### src/rtl/velocity_cell_reader_if.sv
// Bundles the velocity RAM read port and the outbound velocity stream.
// The master (reader) drives the RAM controls and the stream, and the slave side supplies mem_q and out_ready.
interface velocity_cell_reader_if #(
    parameter int DATA_WIDTH = 96,
    parameter int ADDR_WIDTH = 8
);
    logic [ADDR_WIDTH-1:0] mem_address;
    logic                  mem_rden;
    logic                  mem_wren;
    logic [DATA_WIDTH-1:0] mem_data;
    logic [DATA_WIDTH-1:0] mem_q;
    logic                  out_valid;
    logic                  out_ready;
    logic [DATA_WIDTH-1:0] out_data;
    logic [ADDR_WIDTH-1:0] out_index;
    logic                  out_last;

    modport master (
        output mem_address, mem_rden, mem_wren, mem_data,
        input  mem_q,
        output out_valid, out_data, out_index, out_last,
        input  out_ready
    );

    modport slave (
        input  mem_address, mem_rden, mem_wren, mem_data,
        output mem_q,
        input  out_valid, out_data, out_index, out_last,
        output out_ready
    );
endinterface

### src/rtl/velocity_cell_reader.sv
// Reads a cell's particle count from word 0, then streams velocity words 1..count
// through a 3-entry credit-limited FIFO to a valid/ready consumer.
module velocity_cell_reader #(
    parameter int DATA_WIDTH   = 96,
    parameter int PARTICLE_NUM = 220,
    parameter int ADDR_WIDTH   = 8
) (
    input  logic                  clk,
    input  logic                  rst_n,
    input  logic                  start,
    output logic                  busy,
    output logic                  done,
    output logic                  count_err,
    output logic [ADDR_WIDTH-1:0] particle_count,
    velocity_cell_reader_if.master bus
);
    localparam int DEPTH = 3;
    localparam logic [ADDR_WIDTH-1:0] MAX_COUNT = ADDR_WIDTH'(PARTICLE_NUM - 1);

    localparam logic [2:0] S_IDLE     = 3'd0;
    localparam logic [2:0] S_RD_CNT   = 3'd1;
    localparam logic [2:0] S_WAIT_CNT = 3'd2;
    localparam logic [2:0] S_STREAM   = 3'd3;
    localparam logic [2:0] S_DRAIN    = 3'd4;

    logic [2:0]            state_q, state_d;
    logic                  busy_q, busy_d;
    logic                  done_q, done_d;
    logic                  err_q, err_d;
    logic [ADDR_WIDTH-1:0] pcount_q, pcount_d;
    logic [ADDR_WIDTH-1:0] next_addr_q, next_addr_d;
    logic [ADDR_WIDTH-1:0] mem_addr_q, mem_addr_d;
    logic                  inflight_q, inflight_d;
    logic [ADDR_WIDTH-1:0] infl_idx_q, infl_idx_d;
    logic [1:0]            rd_ptr_q, rd_ptr_d;
    logic [1:0]            wr_ptr_q, wr_ptr_d;
    logic [1:0]            occ_q, occ_d;
    logic [DATA_WIDTH-1:0] fifo_data_q [DEPTH];
    logic [DATA_WIDTH-1:0] fifo_data_d [DEPTH];
    logic [ADDR_WIDTH-1:0] fifo_idx_q  [DEPTH];
    logic [ADDR_WIDTH-1:0] fifo_idx_d  [DEPTH];

    logic                  cnt_rd, issue, push, pop, out_valid_c, out_last_c;
    logic [ADDR_WIDTH-1:0] cnt_raw, mem_addr_c;

    function automatic logic [1:0] ptr_inc(input logic [1:0] p);
        return (p == 2'd2) ? 2'd0 : p + 2'd1;
    endfunction

    always_comb begin
        cnt_rd      = (state_q == S_RD_CNT);
        // One read may be in flight; never promise more words than the FIFO can hold.
        issue       = (state_q == S_STREAM) && (({1'b0, occ_q} + {2'b00, inflight_q}) < 3'd3);
        push        = inflight_q;
        out_valid_c = (occ_q != 2'd0);
        pop         = out_valid_c && bus.out_ready;
        out_last_c  = out_valid_c && (fifo_idx_q[rd_ptr_q] == pcount_q);
        cnt_raw     = bus.mem_q[ADDR_WIDTH-1:0];

        if (cnt_rd)
            mem_addr_c = '0;
        else if (issue)
            mem_addr_c = next_addr_q;
        else
            mem_addr_c = mem_addr_q;

        state_d     = state_q;
        done_d      = 1'b0;
        err_d       = err_q;
        pcount_d    = pcount_q;
        next_addr_d = next_addr_q;
        mem_addr_d  = mem_addr_c;
        inflight_d  = issue;
        infl_idx_d  = issue ? next_addr_q : infl_idx_q;

        case (state_q)
            S_IDLE: begin
                // busy_q stays high through the done cycle, which also masks start there.
                if (start && !busy_q) begin
                    state_d = S_RD_CNT;
                    err_d   = 1'b0;
                end
            end
            S_RD_CNT:   state_d = S_WAIT_CNT;
            S_WAIT_CNT: begin
                if (cnt_raw > MAX_COUNT) begin
                    pcount_d = MAX_COUNT;
                    err_d    = 1'b1;
                end else begin
                    pcount_d = cnt_raw;
                end
                if (cnt_raw == '0) begin
                    state_d = S_IDLE;
                    done_d  = 1'b1;
                end else begin
                    state_d     = S_STREAM;
                    next_addr_d = ADDR_WIDTH'(1);
                end
            end
            S_STREAM: begin
                if (issue) begin
                    next_addr_d = next_addr_q + ADDR_WIDTH'(1);
                    if (next_addr_q == pcount_q)
                        state_d = S_DRAIN;
                end
            end
            S_DRAIN: begin
                if (pop && out_last_c) begin
                    state_d = S_IDLE;
                    done_d  = 1'b1;
                end
            end
            default: state_d = S_IDLE;
        endcase

        busy_d = (state_d != S_IDLE) || done_d;

        fifo_data_d = fifo_data_q;
        fifo_idx_d  = fifo_idx_q;
        wr_ptr_d    = wr_ptr_q;
        rd_ptr_d    = rd_ptr_q;
        if (push) begin
            fifo_data_d[wr_ptr_q] = bus.mem_q;
            fifo_idx_d[wr_ptr_q]  = infl_idx_q;
            wr_ptr_d              = ptr_inc(wr_ptr_q);
        end
        if (pop)
            rd_ptr_d = ptr_inc(rd_ptr_q);
        occ_d = occ_q + {1'b0, push} - {1'b0, pop};
    end

    always_ff @(posedge clk or negedge rst_n) begin
        if (!rst_n) begin
            state_q     <= S_IDLE;
            busy_q      <= 1'b0;
            done_q      <= 1'b0;
            err_q       <= 1'b0;
            pcount_q    <= '0;
            next_addr_q <= '0;
            mem_addr_q  <= '0;
            inflight_q  <= 1'b0;
            infl_idx_q  <= '0;
            rd_ptr_q    <= 2'd0;
            wr_ptr_q    <= 2'd0;
            occ_q       <= 2'd0;
        end else begin
            state_q     <= state_d;
            busy_q      <= busy_d;
            done_q      <= done_d;
            err_q       <= err_d;
            pcount_q    <= pcount_d;
            next_addr_q <= next_addr_d;
            mem_addr_q  <= mem_addr_d;
            inflight_q  <= inflight_d;
            infl_idx_q  <= infl_idx_d;
            rd_ptr_q    <= rd_ptr_d;
            wr_ptr_q    <= wr_ptr_d;
            occ_q       <= occ_d;
        end
    end

    for (genvar gi = 0; gi < DEPTH; gi++) begin : g_fifo
        always_ff @(posedge clk or negedge rst_n) begin
            if (!rst_n) begin
                fifo_data_q[gi] <= '0;
                fifo_idx_q[gi]  <= '0;
            end else begin
                fifo_data_q[gi] <= fifo_data_d[gi];
                fifo_idx_q[gi]  <= fifo_idx_d[gi];
            end
        end
    end

    assign busy            = busy_q;
    assign done            = done_q;
    assign count_err       = err_q;
    assign particle_count  = pcount_q;
    assign bus.mem_address = mem_addr_c;
    assign bus.mem_rden    = cnt_rd || issue;
    assign bus.mem_wren    = 1'b0;
    assign bus.mem_data    = '0;
    assign bus.out_valid   = out_valid_c;
    assign bus.out_data    = fifo_data_q[rd_ptr_q];
    assign bus.out_index   = fifo_idx_q[rd_ptr_q];
    assign bus.out_last    = out_last_c;
endmodule

### src/flat_wrapper.sv
// flat-port wrapper written by rule: the top's interface ports become plain ports
module velocity_cell_reader_flat 
#(
    parameter int DATA_WIDTH   = 96,
    parameter int PARTICLE_NUM = 220,
    parameter int ADDR_WIDTH   = 8
)
  (clk, rst_n, start, busy, done, count_err, particle_count, bus_mem_address, bus_mem_rden, bus_mem_wren, bus_mem_data, bus_mem_q, bus_out_valid, bus_out_data, bus_out_index, bus_out_last, bus_out_ready);
  velocity_cell_reader_if #(.DATA_WIDTH(DATA_WIDTH), .ADDR_WIDTH(ADDR_WIDTH)) bus_i ();
  input  logic clk;
  input  logic rst_n;
  input  logic start;
  output logic busy;
  output logic done;
  output logic count_err;
  output logic [ADDR_WIDTH-1:0] particle_count;
  output wire logic [$bits(bus_i.mem_address)-1:0] bus_mem_address;
  output wire logic [$bits(bus_i.mem_rden)-1:0] bus_mem_rden;
  output wire logic [$bits(bus_i.mem_wren)-1:0] bus_mem_wren;
  output wire logic [$bits(bus_i.mem_data)-1:0] bus_mem_data;
  input wire logic [$bits(bus_i.mem_q)-1:0] bus_mem_q;
  output wire logic [$bits(bus_i.out_valid)-1:0] bus_out_valid;
  output wire logic [$bits(bus_i.out_data)-1:0] bus_out_data;
  output wire logic [$bits(bus_i.out_index)-1:0] bus_out_index;
  output wire logic [$bits(bus_i.out_last)-1:0] bus_out_last;
  input wire logic [$bits(bus_i.out_ready)-1:0] bus_out_ready;
  assign bus_mem_address = bus_i.mem_address;
  assign bus_mem_rden = bus_i.mem_rden;
  assign bus_mem_wren = bus_i.mem_wren;
  assign bus_mem_data = bus_i.mem_data;
  assign bus_i.mem_q = bus_mem_q;
  assign bus_out_valid = bus_i.out_valid;
  assign bus_out_data = bus_i.out_data;
  assign bus_out_index = bus_i.out_index;
  assign bus_out_last = bus_i.out_last;
  assign bus_i.out_ready = bus_out_ready;
  velocity_cell_reader #(.DATA_WIDTH(DATA_WIDTH), .PARTICLE_NUM(PARTICLE_NUM), .ADDR_WIDTH(ADDR_WIDTH)) u_core (.clk(clk), .rst_n(rst_n), .start(start), .busy(busy), .done(done), .count_err(count_err), .particle_count(particle_count), .bus(bus_i));
endmodule
### config.mk
export PLATFORM = sky130hd
export DESIGN_NAME = velocity_cell_reader_flat
export DESIGN_NICKNAME = d
export VERILOG_FILES = /design/src/rtl/velocity_cell_reader_if.sv /design/src/rtl/velocity_cell_reader.sv /design/src/flat_wrapper.sv
export SDC_FILE = /design/constraint.sdc
export NUM_CORES = 1
export LEC_CHECK = 0
export CAP_MARGIN = 30
export CORE_UTILIZATION = 57
export CTS_CLUSTER_DIAMETER = 40
export DETAILED_ROUTE_END_ITERATION = 6
export GPL_TIMING_DRIVEN = 0
export PLACE_DENSITY = 0.91
export SLEW_MARGIN = 20
export SYNTH_ARGS = -nofsm -noshare
export SYNTH_HDL_FRONTEND = slang
export SYNTH_SLANG_ARGS = --single-unit
### constraint.sdc
create_clock -name clk -period 7.8 [get_ports clk]
set_clock_uncertainty 0.15 [all_clocks]
set_input_delay 2.34 -clock clk [delete_from_list [all_inputs] [get_ports clk]]
set_output_delay 2.34 -clock clk [all_outputs]
set_load 0.01 [all_outputs]
* After elaboration in Yosys (flattened, before gate mapping)
Index checks and enable logic that the tools add are counted.
Storage, ports and cells: register bits after elaboration 357, logic and storage cells 92
Operators by class: add/sub/neg operators 6, order comparisons 5, equal/unequal tests 12, muxes and demuxes 32, bitwise operators 2, reductions and logical operators 17
Operator list (number):
- 288-bit bitwise mux | 1
- 96-bit 2-to-1 mux | 3
- 96-bit binary-select mux with 2-bit select | 1
- 96-bit demux with 2-bit select | 1
- 8-bit 2-to-1 mux | 8
- 24-bit bitwise mux | 1
- 8-bit binary-select mux with 2-bit select | 1
- 8-bit demux with 2-bit select | 1
- 8-bit equality test | 2
- 8-bit case mux with 2 select lines | 1
- 3-bit case mux with 5 select lines | 1
- 3-bit 2-to-1 mux | 4
- 8-bit by 1-bit adder with 8-bit output, second input constant | 1
- 8-bit > comparator, second input constant | 1
- 8-bit logical NOT | 1
- 3-bit by 2-bit equality test with 1-bit output, second input constant | 2
- 3-bit >= comparator, second input constant | 2
- 1-bit logical AND | 6
- 2-bit 2-to-1 mux | 3
- 2-bit by 1-bit inequality test with 1-bit output, second input constant | 3
- 2-bit inverter with 3-bit output | 2
- 3-bit AND reduction | 2
- 2-bit nonzero test | 3
- 2-bit by 1-bit adder with 2-bit output, second input constant | 2
- 15 further kinds | 21

* Longest topological paths before layout
depth in word-level cells 11, depth in mapped cells 9, gate-level depth less buffers 8

* Worst setup path before layout
No wires, ideal clock.
kind register to output, start point register u_core.rd_ptr_q[0], end point output port bus_out_last, data arrival time 1.800 ns, path slack 3.510 ns, cell stages (with the launch flop) 8, cell sequence dfrtp_1 > buf_6 > buf_8 > mux2_4 > nor3_2 > o22ai_1 > or4_4 > and2b_2
On the way: cells in the longest elaborated chain, start to end 6
RTL lines:
- start: declaration | line velocity_cell_reader.sv:35 | logic [1:0] rd_ptr_q, rd_ptr_d;
- start signal: assignment | line velocity_cell_reader.sv:156 | rd_ptr_q <= rd_ptr_d;
- 2-bit inverter with 3-bit output (not written as such) | line velocity_cell_reader.sv:57 | out_last_c = out_valid_c && (fifo_idx_q[rd_ptr_q] == pcount_q);
- 8-bit binary-select mux with 2-bit select | line velocity_cell_reader.sv:57
- 8-bit 2-to-1 mux (not written as such) (2 in series) | line velocity_cell_reader.sv:57
- 8-bit equality test | line velocity_cell_reader.sv:57
- 1-bit logical AND | line velocity_cell_reader.sv:57
- end: declaration | line flat_wrapper.sv:25 | output wire logic [$bits(bus_i.out_last)-1:0] bus_out_last;
No other way between the ends. The select of a mux whose other input is x is not followed.

* Final worst setup path
start point register u_core.rd_ptr_q[1], end point output port bus_out_data[81]
On the way: cells in the longest elaborated chain, start to end 4
RTL lines:
- 2-bit inverter with 3-bit output (not written as such) | line velocity_cell_reader.sv:183 | assign bus.out_data = fifo_data_q[rd_ptr_q];
- 96-bit binary-select mux with 2-bit select | line velocity_cell_reader.sv:183
- 96-bit 2-to-1 mux (not written as such) (2 in series) | line velocity_cell_reader.sv:183
- end: declaration | line flat_wrapper.sv:23 | output wire logic [$bits(bus_i.out_data)-1:0] bus_out_data;
No other way between the ends. The select of a mux whose other input is x is not followed.

==> impl_metrics.py <==
metrics = {
    "clocking": {
        "cts-htree-levels": 2,
        "numCtsBuffers": 46,
        "worstSkewPairLatency_ns": 0.54,
        "clkSlewWorstSetupHoldPaths_ns": 0.06,
        "cts-resized-gates": 0,
        "tritoncts": "done",
        "cts_sinks": 357,
        "ctsHoldBuffers": 0,
        "cts.path.max_buffers": 3,
        "cts.root.buffer_cell": "sky130_fd_sc_hd__clkbuf_16",
        "post_cts_buffers": 0,
    },
    "setup_path": {
        "critPathLaunch": "u_core.rd_ptr_q[1]",
        "timing.critical_path.from_type": "flop",
        "required_arrival_time_at_the_worst_endpoint_ns": 5.31,
        "worst_path_cell_trace": "buf_6 -> clkbuf_1 -> nor2b_1 -> clkbuf_1 -> buf_2 -> buf_2 -> nand2_1 -> o21ai_0 -> clkdlybuf4s50_1",
        "critical_path.reg2reg.endpoint": "u_core.fifo_idx_q[10]",
        "crit_fanout": 10,
        "critical_path.reg2reg.startpoint": "u_core.wr_ptr_q[0]",
        "critical_path_buf_inv_count": 6,
        "critical-path-slowest-cell": "sky130_fd_sc_hd__clkbuf_1",
        "stage_delay_of_the_slowest_cell_on_the_critical_path_ns": 0.62,
        "setup.reg_to_reg.worst_slack_ns": 5.05,
        "worst_setup_path_end_kind": "primary output",
        "worstSetupPathType": "flop to primary output",
        "critical_path_arrival_ns": 3.83,
        "number_of_cells_on_the_worst_reg_to_reg_path": 4,
        "kind_of_cell_adding_the_most_delay_to_the_critical_path": "buffers and inverters",
    },
    "route": {
        "drt-vias-per-instance": 5.48,
        "dr_total_vias": 11800,
        "detailedRoute.firstPassIterationCount": 6,
        "wl_per_cell_um": 19.3,
        "remaining_drc_errors": 0,
        "postRouteWirelength_mm": 41.7,
        "remaining_antenna_violation_count": 0,
        "drt_iter0_drc": 758,
    },
    "place": {
        "routabilityCongestion": 0.842,
        "port_buffers": 225,
        "placement.setup.worst_slack_ns": 2.12,
        "place.detailed.hpwl_mm": 28.2,
    },
    "power": {
        "netSwitchingPower_mw": 3.30,
        "p_leak_nw": 9.62,
        "relative_contribution_of_the_clock_network_to_total_power_pct": 23.7,
        "switching_share_pct": 33.4,
        "worst_ir_drop_vdd_v": 0.000291,
        "p_per_area_mw_per_mm2": 457,
        "internal_power_mw": 6.59,
        "seq_power_share_pct": 33.1,
        "combPwrFrac_pct": 43.2,
    },
    "die": {
        "num_rows": 62,
        "die_w_um": 173,
        "pin_count": 323,
        "floorplan.core_area_mm2": 0.0288,
        "vertical_extent_of_the_die_um": 173,
        "floorplan.initialDensity_pct": 58.2,
        "floorplan.die_area_mm2": 0.0301,
    },
    "timing": {
        "finalWorstPathRequiredPeriod_ns": 6.32,
        "timing.max_slew.rel_slack_pct": 44.4,
        "worst_slack_ns": 1.48,
        "timing.final.hold_violations": 0,
        "count_of_final_max_slew_check_failures": 0,
        "setup_repair_after_global_routing_missed_its_margin": "no",
        "final_min_period_over_clock_period_pct": 81.1,
        "smallest_hold_slack_ns": 0.322,
        "finalSetupViolCount": 0,
        "timing_worst_slew_pin_value_ns": 0.834,
        "max_freq_mhz": 158,
    },
    "finish": {
        "final_nets": 1845,
        "most-common-layout-cells": "357 x sky130_fd_sc_hd__dfrtp_1, 319 x sky130_fd_sc_hd__mux2_2, 224 x sky130_fd_sc_hd__clkdlybuf4s50_1",
        "area.growth.synth_to_final_pct": 29.3,
        "filler_cell_count": 1761,
        "share_of_layout_cells_above_drive_strength_1_pct": 30.2,
        "mostFrequentLayoutCell": "sky130_fd_sc_hd__dfrtp_1",
    },
    "logic_synthesis": {
        "synth_cells": 1366,
        "syn_area_per_cell_um2": 12.3,
        "postSynthRegisterBits": 357,
        "synth-async-reset-ratio_pct": 100,
        "synthesis.area_mm2": 0.0168,
        "ys.warnings.count": 0,
        "postSynth.topFlopCell": "sky130_fd_sc_hd__dfrtp_1",
        "portion_of_synthesized_cell_area_occupied_by_the_leading_cell_type_pct": 53.3,
        "synth_seq_area_share_pct": 53.3,
        "ys_top_cells_by_area": "sky130_fd_sc_hd__dfrtp_1 53%, sky130_fd_sc_hd__mux2_2 21%, sky130_fd_sc_hd__mux2i_1 5.7%",
        "number_of_enable_flip_flop_cells_after_synthesis": 0,
        "synth_cell_type_count": 46,
        "yosys.area.top_type": "sky130_fd_sc_hd__dfrtp_1",
    },
    "global_route": {
        "number_of_global_route_vias_before_repair": 12400,
        "grt_first_pass_wirelength_mm": 66.3,
        "grt_usage_pct": 27.8,
        "antenna_violations_before_repair": 3,
        "grt_max_degree": 107,
        "globalRoute.totalOverflow": 0,
    },
    "outcome": {
        "run_status": "finished clean",
    },
    "min_path": {
        "min-delay-start": "u_core.mem_addr_q[7]",
        "hold_class": "flop to flop",
        "hold_path_depth": 2,
        "worstHoldEndpoint": "u_core.mem_addr_q[7]",
    },
    "flow_run": {
        "drv.max_cap_violation_count": 0,
    },
}
[cell type report]
class	count	area, um2	share of cell area, %
diodes	2	5.00	0.0231
plain buffers	178	1100	5.06
clock buffers	57	1290	5.94
clock inverters	25	430	1.99
inverters	10	37.5	0.173
multi-input cells	917	7040	32.5
flip-flops and latches	357	8930	41.2
well taps	384	480	2.22
repair buffers	230	2350	10.8
[Yosys cell counts (14+ instances only)]
cell	instances
sky130_fd_sc_hd__nor2b_1	14
sky130_fd_sc_hd__a21oi_1	16
sky130_fd_sc_hd__buf_4	97
sky130_fd_sc_hd__nor2_1	26
sky130_fd_sc_hd__clkbuf_1	42
sky130_fd_sc_hd__mux2_2	319
sky130_fd_sc_hd__mux2i_1	96
sky130_fd_sc_hd__nand2_1	148
sky130_fd_sc_hd__buf_2	22
sky130_fd_sc_hd__o21ai_0	104
sky130_fd_sc_hd__dfrtp_1	357
[layer usage]
metal  global-route usage, %  wire (um)  up-vias
met5                       0         25        -
met4                    10.4       1360        4
met3                    6.43       2890       94
met2                    47.9      20900      460
met1                    34.1      16500     5944
li1                        -          -     5334
[cells by family after synthesis]
group                      synth area share (%)
AOI/OAI and AO/OA                          4.54
xor gates and xnor gates                  0.784
adders and majority gates                 0.373
buffers and inverters                      6.77
DFF                                        53.3
muxes                                      27.5
other                                    0.0224
and+or+nand+nor                            6.64
[flip-flops by register name (all words and copies together), names as in the netlist]
name                   flops
u_core.busy                1
u_core.count_err           1
u_core.done                1
u_core.fifo_data_q       288
u_core.fifo_idx_q         24
u_core.infl_idx_q          8
u_core.inflight_q          1
u_core.mem_addr_q          8
u_core.next_addr_q         8
u_core.occ_q               2
u_core.particle_count      8
u_core.rd_ptr_q            2
u_core.state_q             3
u_core.wr_ptr_q            2
[worst reg2reg max path, delay by kind of cell (launching register included)]
| family | cells | cell delay, ns |
|---|---|---|
| muxes | 1 | 0.42 |
| buffers and inverters | 2 | 1.31 |
| DFF | 1 | 0.40 |
| and+or+nand+nor | 1 | 0.35 |
[power by group through the flow]
stage                     logic, mW  registers [mW]  clock network [mW]
final                          4.28            3.27                2.34
after global routing           4.58            3.36                2.44
after CTS                      4.30            3.25                2.37
after detailed placement       4.24            3.27                   0
after global placement         4.10            3.20                   0
after floorplan                2.51            3.11                   0
[worst max path at each step]
stage | end | depth (start not counted) | slack (ns)
6_report | bus_out_data[81] | 9 | 1.48
4_1_cts | bus_out_data[81] | 9 | 1.48
3_5_place_dp | bus_out_data[76] | 9 | 2.12
3_3_place_gp | u_core.fifo_data_q[20] | 1 | -10.50
2_1_floorplan | bus_out_last | 7 | 3.51
5_1_grt | bus_out_data[76] | 9 | 1.33
[stage by stage]
stage	instances	total power [mW]	instance area [um2]	setup TNS, ns	util [%]
global placement	2071	7.30	19800	-3738.12	69.0
detailed placement	2075	7.51	19900	0	69.3
floorplan	1462	5.62	17100	0	-
finish	2160	9.89	21700	0	75.3
CTS	2157	9.92	21700	0	75.2
global route	2159	10.4	21700	0	75.3
No activity file was read; power rests on OpenSTA's default activity.
